File: config.mk
export PLATFORM = sky130hd
export DESIGN_NAME = nn_sequencer
export DESIGN_NICKNAME = d
export VERILOG_FILES = /design/src/rtl/nn_pkg.sv /design/src/rtl/nn_argmax_tracker.sv /design/src/rtl/nn_sequencer.sv
export SDC_FILE = /design/constraint.sdc
export NUM_CORES = 1
export LEC_CHECK = 0
export CORE_MARGIN = 2
export CORE_UTILIZATION = 58
export DETAILED_ROUTE_END_ITERATION = 10
export GPL_TIMING_DRIVEN = 0
export PLACE_DENSITY = 0.93
export SYNTH_ARGS = -nofsm -noshare
export SYNTH_HDL_FRONTEND = slang
export SYNTH_SLANG_ARGS = --single-unit
export TNS_END_PERCENT = 5
File: constraint.sdc
create_clock -name clk -period 8.54 [get_ports clk]
set_input_delay 1.708 -clock clk [delete_from_list [all_inputs] [get_ports clk]]
set_output_delay 1.708 -clock clk [all_outputs]
set_load 0.01 [all_outputs]
File: src/rtl/nn_pkg.sv
`default_nettype none
// ============================================================================
// nn_pkg : shared states, default layer sizes and width helpers   (rev 1.0)
// ============================================================================
package nn_pkg;

   typedef enum logic [2:0] {
      S_IDLE  = 3'd0,
      S_CLR   = 3'd1,
      S_MAC   = 3'd2,
      S_DRAIN = 3'd3,
      S_WB    = 3'd4,
      S_SCORE = 3'd5,
      S_DONE  = 3'd6
   } nn_state_t;

   localparam int NN_N_SAMPLES = 750;
   localparam int NN_N_IN      = 62;
   localparam int NN_N_HID     = 30;
   localparam int NN_N_OUT     = 10;
   localparam int NN_ACC_W     = 32;
   localparam int NN_CNT_W     = 11;

   // Layer 1 weights follow layer 0 contiguously in the weight ROM.
   localparam int NN_W_BASE_L0 = 0;
   localparam int NN_W_BASE_L1 = NN_N_IN * NN_N_HID;

   function automatic int clog2m(input int n);
      return (n > 1) ? $clog2(n) : 1;
   endfunction

   function automatic int max2(input int a, input int b);
      return (a > b) ? a : b;
   endfunction

endpackage
`default_nettype wire

File: src/rtl/nn_argmax_tracker.sv
`default_nettype none
// ============================================================================
// nn_argmax_tracker : running strict signed max over output neurons (rev 1.0)
// ============================================================================
module nn_argmax_tracker #(
   parameter int ACC_W = 32,
   parameter int IDX_W = 4
) (
   input  logic                    clk,
   input  logic                    rst,
   input  logic                    load_i,
   input  logic                    first_i,
   input  logic [IDX_W-1:0]        idx_i,
   input  logic signed [ACC_W-1:0] value_i,
   output logic [IDX_W-1:0]        best_idx_o
);

   logic signed [ACC_W-1:0] best_q;
   logic [IDX_W-1:0]        best_idx_q;

   // Strict compare keeps the lowest index on ties.
   always_ff @(posedge clk or posedge rst) begin
      if (rst) begin
         best_q     <= '0;
         best_idx_q <= '0;
      end else if (load_i && (first_i || (value_i > best_q))) begin
         best_q     <= value_i;
         best_idx_q <= idx_i;
      end
   end

   assign best_idx_o = best_idx_q;

endmodule
`default_nettype wire

File: src/rtl/nn_sequencer.sv
`default_nettype none
// ============================================================================
// nn_sequencer : walks sample/layer/neuron/input, drives MAC datapath, scores
// rev 1.0
// ============================================================================
module nn_sequencer
   import nn_pkg::*;
#(
   parameter int N_SAMPLES = NN_N_SAMPLES,
   parameter int N_IN      = NN_N_IN,
   parameter int N_HID     = NN_N_HID,
   parameter int N_OUT     = NN_N_OUT,
   parameter int ACC_W     = NN_ACC_W,
   parameter int CNT_W     = NN_CNT_W
) (
   input  logic                                            clk,
   input  logic                                            rst,
   input  logic                                            start,
   output logic                                            busy,
   output logic                                            done,
   output logic [clog2m(N_SAMPLES*N_IN)-1:0]               x_addr,
   output logic [clog2m(N_HID)-1:0]                        act_raddr,
   output logic                                            in_sel,
   output logic [clog2m(N_IN*N_HID+N_HID*N_OUT)-1:0]       w_addr,
   output logic [clog2m(N_SAMPLES)-1:0]                    label_addr,
   output logic                                            mac_clr,
   output logic                                            mac_en,
   output logic                                            act_we,
   output logic [clog2m(N_HID)-1:0]                        act_waddr,
   input  logic signed [ACC_W-1:0]                         mac_result,
   input  logic [clog2m(N_OUT)-1:0]                        label,
   output logic [CNT_W-1:0]                                correct_count
);

   localparam int XW = clog2m(N_SAMPLES*N_IN);
   localparam int HW = clog2m(N_HID);
   localparam int WW = clog2m(N_IN*N_HID+N_HID*N_OUT);
   localparam int SW = clog2m(N_SAMPLES);
   localparam int LW = clog2m(N_OUT);
   localparam int IW = clog2m(max2(N_IN, N_HID));
   localparam int NW = clog2m(max2(N_HID, N_OUT));

   nn_state_t        state_q;
   logic [SW-1:0]    sample_q;
   logic             layer_q;
   logic [NW-1:0]    neuron_q;
   logic [IW-1:0]    in_idx_q;
   logic [XW-1:0]    xbase_q;
   logic [WW-1:0]    waddr_q;
   logic             busy_q, done_q, mac_clr_q, mac_en_q, act_we_q;
   logic [CNT_W-1:0] correct_q, correct_d;
   logic [LW-1:0]    best_idx;
   logic             in_last, neuron_last, sample_last;

   assign in_last     = layer_q ? (in_idx_q == IW'(N_HID-1)) : (in_idx_q == IW'(N_IN-1));
   assign neuron_last = layer_q ? (neuron_q == NW'(N_OUT-1)) : (neuron_q == NW'(N_HID-1));
   assign sample_last = (sample_q == SW'(N_SAMPLES-1));
   assign correct_d   = ((best_idx == label) && (correct_q != {CNT_W{1'b1}})) ?
                        correct_q + 1'b1 : correct_q;

   nn_argmax_tracker #(.ACC_W(ACC_W), .IDX_W(LW)) u_argmax (
      .clk        (clk),
      .rst        (rst),
      .load_i     ((state_q == S_WB) && layer_q),
      .first_i    (neuron_q == '0),
      .idx_i      (LW'(neuron_q)),
      .value_i    (mac_result),
      .best_idx_o (best_idx)
   );

   // Weight addresses run contiguously through both layers, so a plain counter suffices.
   always_ff @(posedge clk or posedge rst) begin
      if (rst) begin
         state_q   <= S_IDLE;
         sample_q  <= '0;
         layer_q   <= 1'b0;
         neuron_q  <= '0;
         in_idx_q  <= '0;
         xbase_q   <= '0;
         waddr_q   <= '0;
         busy_q    <= 1'b0;
         done_q    <= 1'b0;
         mac_clr_q <= 1'b0;
         mac_en_q  <= 1'b0;
         act_we_q  <= 1'b0;
         correct_q <= '0;
      end else begin
         mac_en_q  <= (state_q == S_MAC);
         mac_clr_q <= 1'b0;
         act_we_q  <= 1'b0;
         done_q    <= 1'b0;
         case (state_q)
            S_IDLE: begin
               if (start) begin
                  sample_q  <= '0;
                  layer_q   <= 1'b0;
                  neuron_q  <= '0;
                  in_idx_q  <= '0;
                  xbase_q   <= '0;
                  waddr_q   <= '0;
                  correct_q <= '0;
                  busy_q    <= 1'b1;
                  mac_clr_q <= 1'b1;
                  state_q   <= S_CLR;
               end
            end
            S_CLR: begin
               state_q <= S_MAC;
            end
            S_MAC: begin
               waddr_q <= waddr_q + 1'b1;
               if (in_last) begin
                  in_idx_q <= '0;
                  state_q  <= S_DRAIN;
               end else begin
                  in_idx_q <= in_idx_q + 1'b1;
               end
            end
            S_DRAIN: begin
               act_we_q <= ~layer_q;
               state_q  <= S_WB;
            end
            S_WB: begin
               if (!neuron_last) begin
                  neuron_q  <= neuron_q + 1'b1;
                  mac_clr_q <= 1'b1;
                  state_q   <= S_CLR;
               end else if (!layer_q) begin
                  layer_q   <= 1'b1;
                  neuron_q  <= '0;
                  mac_clr_q <= 1'b1;
                  state_q   <= S_CLR;
               end else begin
                  state_q <= S_SCORE;
               end
            end
            S_SCORE: begin
               correct_q <= correct_d;
               if (!sample_last) begin
                  sample_q  <= sample_q + 1'b1;
                  xbase_q   <= xbase_q + XW'(N_IN);
                  layer_q   <= 1'b0;
                  neuron_q  <= '0;
                  waddr_q   <= '0;
                  mac_clr_q <= 1'b1;
                  state_q   <= S_CLR;
               end else begin
                  state_q <= S_DONE;
               end
            end
            S_DONE: begin
               done_q  <= 1'b1;
               busy_q  <= 1'b0;
               state_q <= S_IDLE;
            end
            default: state_q <= S_IDLE;
         endcase
      end
   end

   assign busy          = busy_q;
   assign done          = done_q;
   assign mac_clr       = mac_clr_q;
   assign mac_en        = mac_en_q;
   assign act_we        = act_we_q;
   assign in_sel        = layer_q;
   assign x_addr        = xbase_q + XW'(in_idx_q);
   assign act_raddr     = HW'(in_idx_q);
   assign w_addr        = waddr_q;
   assign label_addr    = sample_q;
   assign act_waddr     = HW'(neuron_q);
   assign correct_count = correct_q;

endmodule
`default_nettype wire

# After elaboration in Yosys (flattened, before gate mapping)
# Index checks and enable logic that the tools add are counted.
[totals]
latchBits = 0
register_bits = 105
ramBits = 0
mem_bits_ro = 0
n_memories = 0
out_inout_bits = 65
[classes]
reduce_logical = 19
n_div = 0
n_mul = 0
n_eq_ne = 19
n_mux = 41
magnitude_cmp = 1
shift = 0
add_sub_neg = 7
n_bitwise = 1
[ops]
columns = ["op", "count"]
rows = [
  ["one-hot mux 12 bit (3 select lines)", 1],
  ["> comparator 32 bit", 1],
  ["2-to-1 mux 16 bit", 2],
  ["one-hot mux 16 bit (2 select lines)", 1],
  ["2-to-1 mux 12 bit", 2],
  ["2-to-1 mux 11 bit", 2],
  ["one-hot mux 11 bit (2 select lines)", 1],
  ["2-to-1 mux 10 bit", 2],
  ["2-to-1 mux 5 bit", 4],
  ["one-hot mux 10 bit (2 select lines)", 1],
  ["one-hot mux 3 bit (6 select lines)", 1],
  ["adder 16 x 6 -> 16 bit", 1],
  ["adder 16 x 6 -> 16 bit (second input constant)", 1],
  ["2-to-1 mux 3 bit", 5],
  ["one-hot mux 5 bit (3 select lines)", 1],
  ["adder 12 x 1 -> 12 bit (second input constant)", 1],
  ["2-to-1 mux 1 bit", 12],
  ["2-to-1 mux 6 bit", 2],
  ["one-hot mux 6 bit (2 select lines)", 1],
  ["adder 11 x 1 -> 11 bit (second input constant)", 1],
  ["inequality test 11 bit (second input constant)", 1],
  ["adder 10 x 1 -> 10 bit (second input constant)", 1],
  ["equality test 10 bit (second input constant)", 1],
  ["inequality test 2 bit (second input constant)", 5],
  ["23 further kinds", 37],
]

# Logic depth before layout (Yosys ltp)
# Gate-level depths: netlist of run 1.
[logic_depth]
word_depth = 4
depth_mapped = 12
depth_no_buf = 9

# By module
# A second synthesis of run 1 with hierarchy kept.
[hier_totals]
cells_unflattened = 661
area_unflattened_um2 = 6720.2
[modules_own_cells]
columns = ["mod", "seq_area_each_um2", "n_inst", "area_per_inst_um2", "cells_per_inst"]
rows = [
  ["nn_sequencer", 1701.6, 1, 4362.9, 465],
  ["nn_argmax_tracker", 900.9, 1, 2357.3, 196],
]

# Worst setup path after synthesis of run 1
# OpenSTA, ideal clock, no wires.
[synth_path]
path_kind = "in2reg"
startpoint = "input port mac_result[29]"
endpoint = "register u_argmax.best_idx_q[0] (netlist: u_argmax.best_idx_o[0])"
path_slack_ns = 4.675
arrival_time_ns = 3.740
stages = 10
path_buffers = 2
cell_sequence = "ha_1 a21o_1 a21o_1 a221oi_1 o21a_2 o211a_4 a31o_1 buf_6 buf_12 mux2_4"
[synth_between]
elab_chain_len = 3
[synth_rtl]
columns = ["element", "line_no", "text"]
rows = [
  ["start, declared", "nn_sequencer.sv:30", "input logic signed [ACC_W-1:0] mac_result,"],
  ["> comparator 32 bit", "nn_argmax_tracker.sv:26", "end else if (load_i && (first_i || (value_i > best_q))) begin"],
  ["logical OR 1 bit", "nn_argmax_tracker.sv:26", ""],
  ["logical AND 1 bit", "nn_argmax_tracker.sv:26", ""],
  ["end signal, assigned", "nn_argmax_tracker.sv:28", "best_idx_q <= idx_i;"],
  ["end, declared", "nn_argmax_tracker.sv:19", "logic [IDX_W-1:0] best_idx_q;"],
]
# No other way between the ends.
# A chain may end at the register's enable or synchronous reset.

# Worst setup path in the final report of run 1
[layout_path]
startpoint = "register in_idx_q[2]"
endpoint = "output port x_addr[15]"
[layout_between]
elab_chain_len = 1
[layout_rtl]
columns = ["element", "line_no", "text"]
rows = [
  ["start, declared", "nn_sequencer.sv:47", "logic [IW-1:0] in_idx_q;"],
  ["start signal, assigned", "nn_sequencer.sv:116", "in_idx_q <= in_idx_q + 1'b1;"],
  ["adder 16 x 6 -> 16 bit", "nn_sequencer.sv:167", "assign x_addr = xbase_q + XW'(in_idx_q);"],
  ["end, declared", "nn_sequencer.sv:21", "output logic [clog2m(N_SAMPLES*N_IN)-1:0] x_addr,"],
]
# No other way between the ends.

==> results of run 1 <==
==> cells by family (layout without fill, tap and decap cells) <==
| family | after synthesis | count (layout) | synth area share, % |
|---|---|---|---|
| AO/OA/AOI/OAI | 90 | 90 | 9.31 |
| XOR/XNOR | 53 | 53 | 7.62 |
| adder cells (fa/ha/maj) | 47 | 47 | 9.65 |
| buffers and inverters | 74 | 194 | 6.00 |
| flip-flops | 104 | 104 | 42.7 |
| multiplexers | 37 | 37 | 8.67 |
| AND/OR/NAND/NOR | 197 | 197 | 16.0 |
==> report_power, final <==
part	internal [mW]	switching, mW	leakage [nW]	total [mW]
clock network	0.190	0.164	0.117	0.354
logic	0.421	0.416	2.12	0.837
registers	0.623	0.112	1.35	0.735
==> layout by cell type (no fill, tap or decap), drive strengths merged, types with 2 or more instances in the layout <==
cell type,instances
o21bai,2
bufinv,2
inv,51
nand2b,4
mux2,36
buf,14
nand4,23
or2,2
a21oi,28
dfrtp,104
nor3b,2
and3,10
nor2b,5
nand2,51
xnor2,22
nor2,54
a31o,3
nor3,10
a2111oi,2
clkdlybuf4s50,103
a21o,5
clkbuf,24
or3,9
nor4,6
a221oi,2
o21ai,29
nand3,18
o31ai,5
a211oi,2
o22ai,2
ha,47
xor2,31
==> layout make-up <==
class / instances / area (um^2) / area share, %
multi-input combinational: 424 / 3120 / 41.3
timing repair buffer: 104 / 1060 / 14.0
inverter: 51 / 194 / 2.57
clock inverter: 2 / 60.1 / 0.795
tap: 136 / 170 / 2.25
buffer: 23 / 174 / 2.30
sequential: 104 / 2600 / 34.4
clock buffer: 14 / 173 / 2.29
==> sequential cells by signal (all words and copies together) (netlist names), 3 cells and up <==
register / cells
state_q: 3
correct_count: 11
w_addr: 12
in_idx_q: 6
act_waddr: 5
u_argmax.best_q: 32
u_argmax.best_idx_o: 4
xbase_q: 15
label_addr: 10
==> metal layers <==
| metal | vias up | routed length (um) |
|---|---|---|
| met5 | - | 0 |
| met4 | 0 | 246 |
| met3 | 25 | 788 |
| met2 | 167 | 6880 |
| met1 | 2366 | 5480 |
| li1 | 2302 | - |
==> critical path, cell delays in order (launching register included) <==
cell	delay, ps
dfrtp_1	460
ha_1	370
a21o_1	220
a21oi_1	220
o21bai_1	130
a21oi_1	370
nor2_1	210
nand4_1	150
xnor2_1	120
clkdlybuf4s50_1	550
==> through the flow <==
| stage | total power, mW | instances |
|---|---|---|
| floorplan | 1.29 | 602 |
| global placement | 1.51 | 841 |
| detailed placement | 1.57 | 842 |
| CTS | 1.93 | 858 |
| global route | 2.06 | 858 |
| finish | 1.93 | 858 |
==> worst max-delay path by stage <==
stage          cells after the start                            endpoint  slack [ps]                     from
6_report                           9                          x_addr[15]        3650  in_idx_q[2]$_DFFE_PP0P_
5_1_grt                            9                          x_addr[12]        3470  in_idx_q[2]$_DFFE_PP0P_
4_1_cts                            9                          x_addr[15]        3640  in_idx_q[2]$_DFFE_PP0P_
3_5_place_dp                      11  u_argmax.best_idx_o[1]$_DFFE_PP0P_        4030           mac_result[29]
3_3_place_gp                       2        correct_count[6]$_DFFE_PP0P_        2620                      rst
2_1_floorplan                      1            act_waddr[0]$_DFFE_PP0P_        4100                      rst
==> results.ini, run 1 <==
[cts]
cts_tree=built
ctsResizeCount=0
post-cts-setup-buffers=0
clk_path_buf_depth=2
cts_sinks=104
path_clk_slew_ps=100
tritoncts.num_buffers=9
hold_buffers=0
htree_levels=3
clk_latency_ps=370
cts-root-buf=clkbuf_8

[placed_design]
place.port_buffers=103
dp_slack_ps=4030
place_area_mm2=0.00732
place.gp.congestion=0.868
dpl.hpwl_mm=10.2

[grt]
grt_pass1_wl_mm=22.4
grtUsageMet1_pct=29.7
use_met2_pct=43.0
grt_pass1_vias=4934
busiest_layer=met2
grt_use_met3_pct=5.27
antenna_found_initial=0
grt_max_degree=55
gr-total-overflow=0
grt.total_usage_pct=24.5

[routing]
drc_errors=0
routed-via-count=4860
viasPerCell=5.66
finalWirelength_mm=13.4
first_pass_iters=5
ant_nets=0
drt_iter0_drc=239
wl_per_cell_um=15.6

[sta]
finalClockSkew_ps=11.6
setup_ws_ps=3650
relSlewSlack_pct=38.9
hold_viol=0
min_period_over_period_pct=57.2
rsz0062_at_grt=no
worstMarginPinSlew_ps=903
whs_ps=517
setup_violations=0
fin_crit_ps=4890
fmax_ghz=0.205
drv_slew=0
setup_tns_ps=0

[floorplanning]
core_region_area_mm2=0.0103
ios=104
die_w_um=106
start_util_pct=59.3
fp-row-count=37
die_y_um=106
die-area_mm2=0.0113

[yosys]
async_flop_share_pct=100
ys_dominant_reg_cell=dfrtp_1
synth_cells=602
yosys.area.top_type=dfrtp_1
yosys.cell_count.top_type=dfrtp_1
synth_area_per_cell_um2=10.1
synth_nets=688
synthTopCellsByArea=dfrtp_1 (43%), ha_1 (9.7%), mux2_4 (7.4%)
synth_edf_count=0
ys_warn_count=0
ys_seq_area_share_pct=42.7
synth.top_cell.area_share_pct=42.7
yosysUniqueCellTypes=54
synth_seq_cells=104
synth.cell_area_mm2=0.00609
synthTopCellsByCount=dfrtp_1 (104), nor2_1 (54), inv_1 (51), nand2_1 (51), ha_1 (47)

[worst_setup_path]
worstSetupEndpointType=output port
worstRegToRegCells=9
reg2reg_to=w_addr[6]$_DFFE_PP0P_
r2r-start=label_addr[1]$_DFFE_PP0P_
cp.required_ps=6830
cp_data_arrival_time_ps=3180
reg2reg_slack_ps=5670
worstSetupPathType=reg2out
cp_max_fo=7
startpoint_type=register

[run_status]
run_status=complete, no violations

[cells_and_area]
drive_above_1_share_pct=10.2
final_util_pct=73.5
fill_cells=747
finalNetCount=803
n_antenna_cell=0
area_growth_pct=24.0
final_cell_area_mm2=0.00755

[min_path]
hold_start=u_argmax.best_q[25]$_DFFE_PP0P_
hold_end=u_argmax.best_q[25]$_DFFE_PP0P_
holdPathStages=1
hold_class=reg2reg

[pwr]
leakagePower_nw=3.59
power_density_mw_per_mm2=255
ir_worst_vdd_mv=0.164

[job]
cap_violations=0

(Power assumes the default switching activity.)
==> run 2: changes to the inputs <==
Settings changed: CORE_UTILIZATION 58 to 54, PLACE_DENSITY 0.93 to 0.88.
Clock period 8.54 ns to 4.7 ns, I/O delays scaled along.
==> results.ini, run 2 (synthesis results as in run 1) <==
[run_status]
run_status=complete, no violations  ; unchanged

[worst_setup_path]
slowest_delay_ps=570  ; was 550 ps
worstSetupPathType=reg2out  ; unchanged
crit_top_cell=a21oi_1  ; unchanged
cp_max_fo=7  ; unchanged
cp_cell_sequence=ha_1 > a21o_1 > a21oi_1 > o21bai_1 > a21oi_1 > nor2_1 > nand4_1 > xnor2_1 > clkdlybuf4s50_1  ; unchanged
startpoint_type=register  ; unchanged
cp.required_ps=3760  ; was 6830 ps
worstSetupEndpointType=output port  ; unchanged
slowest_stage=clkdlybuf4s50_1  ; unchanged
worstRegToRegCells=9  ; unchanged
cp_data_arrival_time_ps=3160  ; was 3180 ps

[pwr]
pwr-share-seq_pct=36.7  ; was 38.2%
switching_power_mw=1.29  ; was 0.692 mW
ir_worst_vdd_mv=0.285  ; was 0.164 mV
power_density_mw_per_mm2=475  ; was 255 mW/mm^2
intPower_mw=2.34  ; was 1.23 mW
leakagePower_nw=3.62  ; was 3.59 nW
p_sw_share_pct=35.5  ; was 35.9%
p_comb_share_pct=41.6  ; was 43.4%
p_clk_share_pct=21.7  ; was 18.4%

[cts]
clk_latency_ps=340  ; was 370 ps
ctsResizeCount=0  ; unchanged
cts_tree=built  ; unchanged
path_clk_slew_ps=70  ; was 100 ps
tritoncts.num_buffers=9  ; unchanged
cts_sinks=104  ; unchanged
hold_buffers=0  ; unchanged
clk_path_buf_depth=2  ; unchanged
post-cts-setup-buffers=0  ; unchanged
htree_levels=3  ; unchanged
cts-root-buf=clkbuf_16  ; was clkbuf_8

[cells_and_area]
drive_above_1_share_pct=10.5  ; was 10.2%
final_common_cell=dfrtp_1  ; unchanged
finalNetCount=803  ; unchanged
mostFrequentLayoutCells=dfrtp_1 (104), clkdlybuf4s50_1 (103), nor2_1 (54)  ; unchanged
area_growth_pct=25.5  ; was 24.0%
finalNonFillerCells=862  ; was 858
fill_cells=781  ; was 747
n_antenna_cell=0  ; unchanged
largest-register=u_argmax.best_q  ; unchanged
largest_register_ffs=32  ; unchanged

[min_path]
holdPathStages=1  ; unchanged
hold_class=reg2reg  ; unchanged

[routing]
viasPerCell=5.57  ; was 5.66
routed-via-count=4801  ; was 4,860
finalWirelength_mm=13.3  ; was 13.4 mm
drc_errors=0  ; unchanged
wl_per_cell_um=15.5  ; was 15.6 um
first_pass_iters=5  ; unchanged
ant_nets=0  ; unchanged
drt_iter0_drc=265  ; was 239

[grt]
grt_max_degree=65  ; was 55
grt.total_usage_pct=23.5  ; was 24.5%
gr-total-overflow=0  ; unchanged
grt_pass1_wl_mm=22.5  ; was 22.4 mm
grt_pass1_vias=5002  ; was 4,934
antenna_found_initial=0  ; unchanged

[sta]
min_period_over_period_pct=87.2
finalClockSkew_ps=9.93  ; was 11.6 ps
setup_violations=0  ; unchanged
rsz0062_at_grt=no  ; unchanged
drv_slew=0  ; unchanged
worstMarginPinSlew_ps=899  ; was 903 ps
hold_viol=0  ; unchanged
fmax_ghz=0.244
whs_ps=507  ; was 517 ps
relSlewSlack_pct=39.1  ; was 38.9%
fin_crit_ps=4100

[placed_design]
dp.cells=846  ; was 842
dpl.hpwl_mm=9.99  ; was 10.2 mm
place.port_buffers=103  ; unchanged
place.gp.congestion=0.847  ; was 0.868

[floorplanning]
ios=104  ; unchanged
die-area_mm2=0.0121  ; was 0.0113 mm^2
fp-row-count=38  ; was 37
die_y_um=110  ; was 106 um
start_util_pct=55.7  ; was 59.3%
core_region_area_mm2=0.0109  ; was 0.0103 mm^2
die_w_um=110  ; was 106 um

[job]
cap_violations=0  ; unchanged

## run 2: cell types whose count changed in the layout (fill, tap and decap cells not counted)
cell	before	now
clkbuf_16	0	9
clkinv_4	0	1
clkbuf_1	12	10
clkinvlp_4	0	2
bufinv_16	2	1
inv_6	0	1
clkbuf_8	12	2
## run 2: path summary, 6_finish.rpt
kind                                            startpoint  slack (ps)                         endpoint
min                        u_argmax.best_q[25]$_DFFE_PP0P_         510  u_argmax.best_q[25]$_DFFE_PP0P_
min reg2reg                u_argmax.best_q[25]$_DFFE_PP0P_         510  u_argmax.best_q[25]$_DFFE_PP0P_
max reg2reg                      label_addr[1]$_DFFE_PP0P_        1830            w_addr[8]$_DFFE_PP0P_
min in group asynchronous                              rst        1000            w_addr[4]$_DFFE_PP0P_
max in group asynchronous                              rst        3030  u_argmax.best_q[20]$_DFFE_PP0P_
max                                in_idx_q[2]$_DFFE_PP0P_         600                       x_addr[15]
## run 2: final cells by class
| class | count | area [um^2] | area share, % |
|---|---|---|---|
| sequential | 104 | 2600 | 34.1 |
| multi-input combinational | 424 | 3120 | 40.9 |
| clock inverter | 5 | 62.6 | 0.819 |
| tap | 140 | 175 | 2.29 |
| timing repair buffer | 104 | 1060 | 13.9 |
| buffer | 23 | 174 | 2.28 |
| inverter | 51 | 194 | 2.54 |
| clock buffer | 11 | 253 | 3.31 |
## run 2: per-stage QoR
step                      utilization [%]  power (mW)  area (um^2)  worst slack, ps  setup TNS [ps]
after floorplan                         -        2.35         6090             1030               0
after global placement               66.7        2.74         7300             -496          -51000
after detailed placement             67.0        2.84         7330              972               0
after CTS                            69.9        3.64         7640              583               0
after global routing                 69.9        3.90         7640              313               0
final                                69.9        3.63         7640              604               0
## run 2: critical path, delay by kind of cell (launching register included)
family / cells / cell delay, ps
simple gates: 2 / 350
flops: 1 / 460
fa+ha+maj: 1 / 360
compound gates: 4 / 940
buf+inv: 1 / 570
xor+xnor: 1 / 130
## run 2: power groups by stage
| stage | clock, mW | combinational [mW] | sequential (mW) |
|---|---|---|---|
| floorplan | 0 | 1.04 | 1.31 |
| global placement | 0 | 1.41 | 1.32 |
| detailed placement | 0 | 1.50 | 1.34 |
| CTS | 0.798 | 1.52 | 1.33 |
| global route | 0.839 | 1.70 | 1.36 |
| finish | 0.786 | 1.51 | 1.33 |
## run 2: layer usage
metal  up-vias  track usage [%]  routed length (um)
met4         0             6.34                 169
met5         -                0                   0
met1      2339             28.1                5500
met2       135             42.5                6950
met3        17             5.17                 705
li1       2310                -                   -
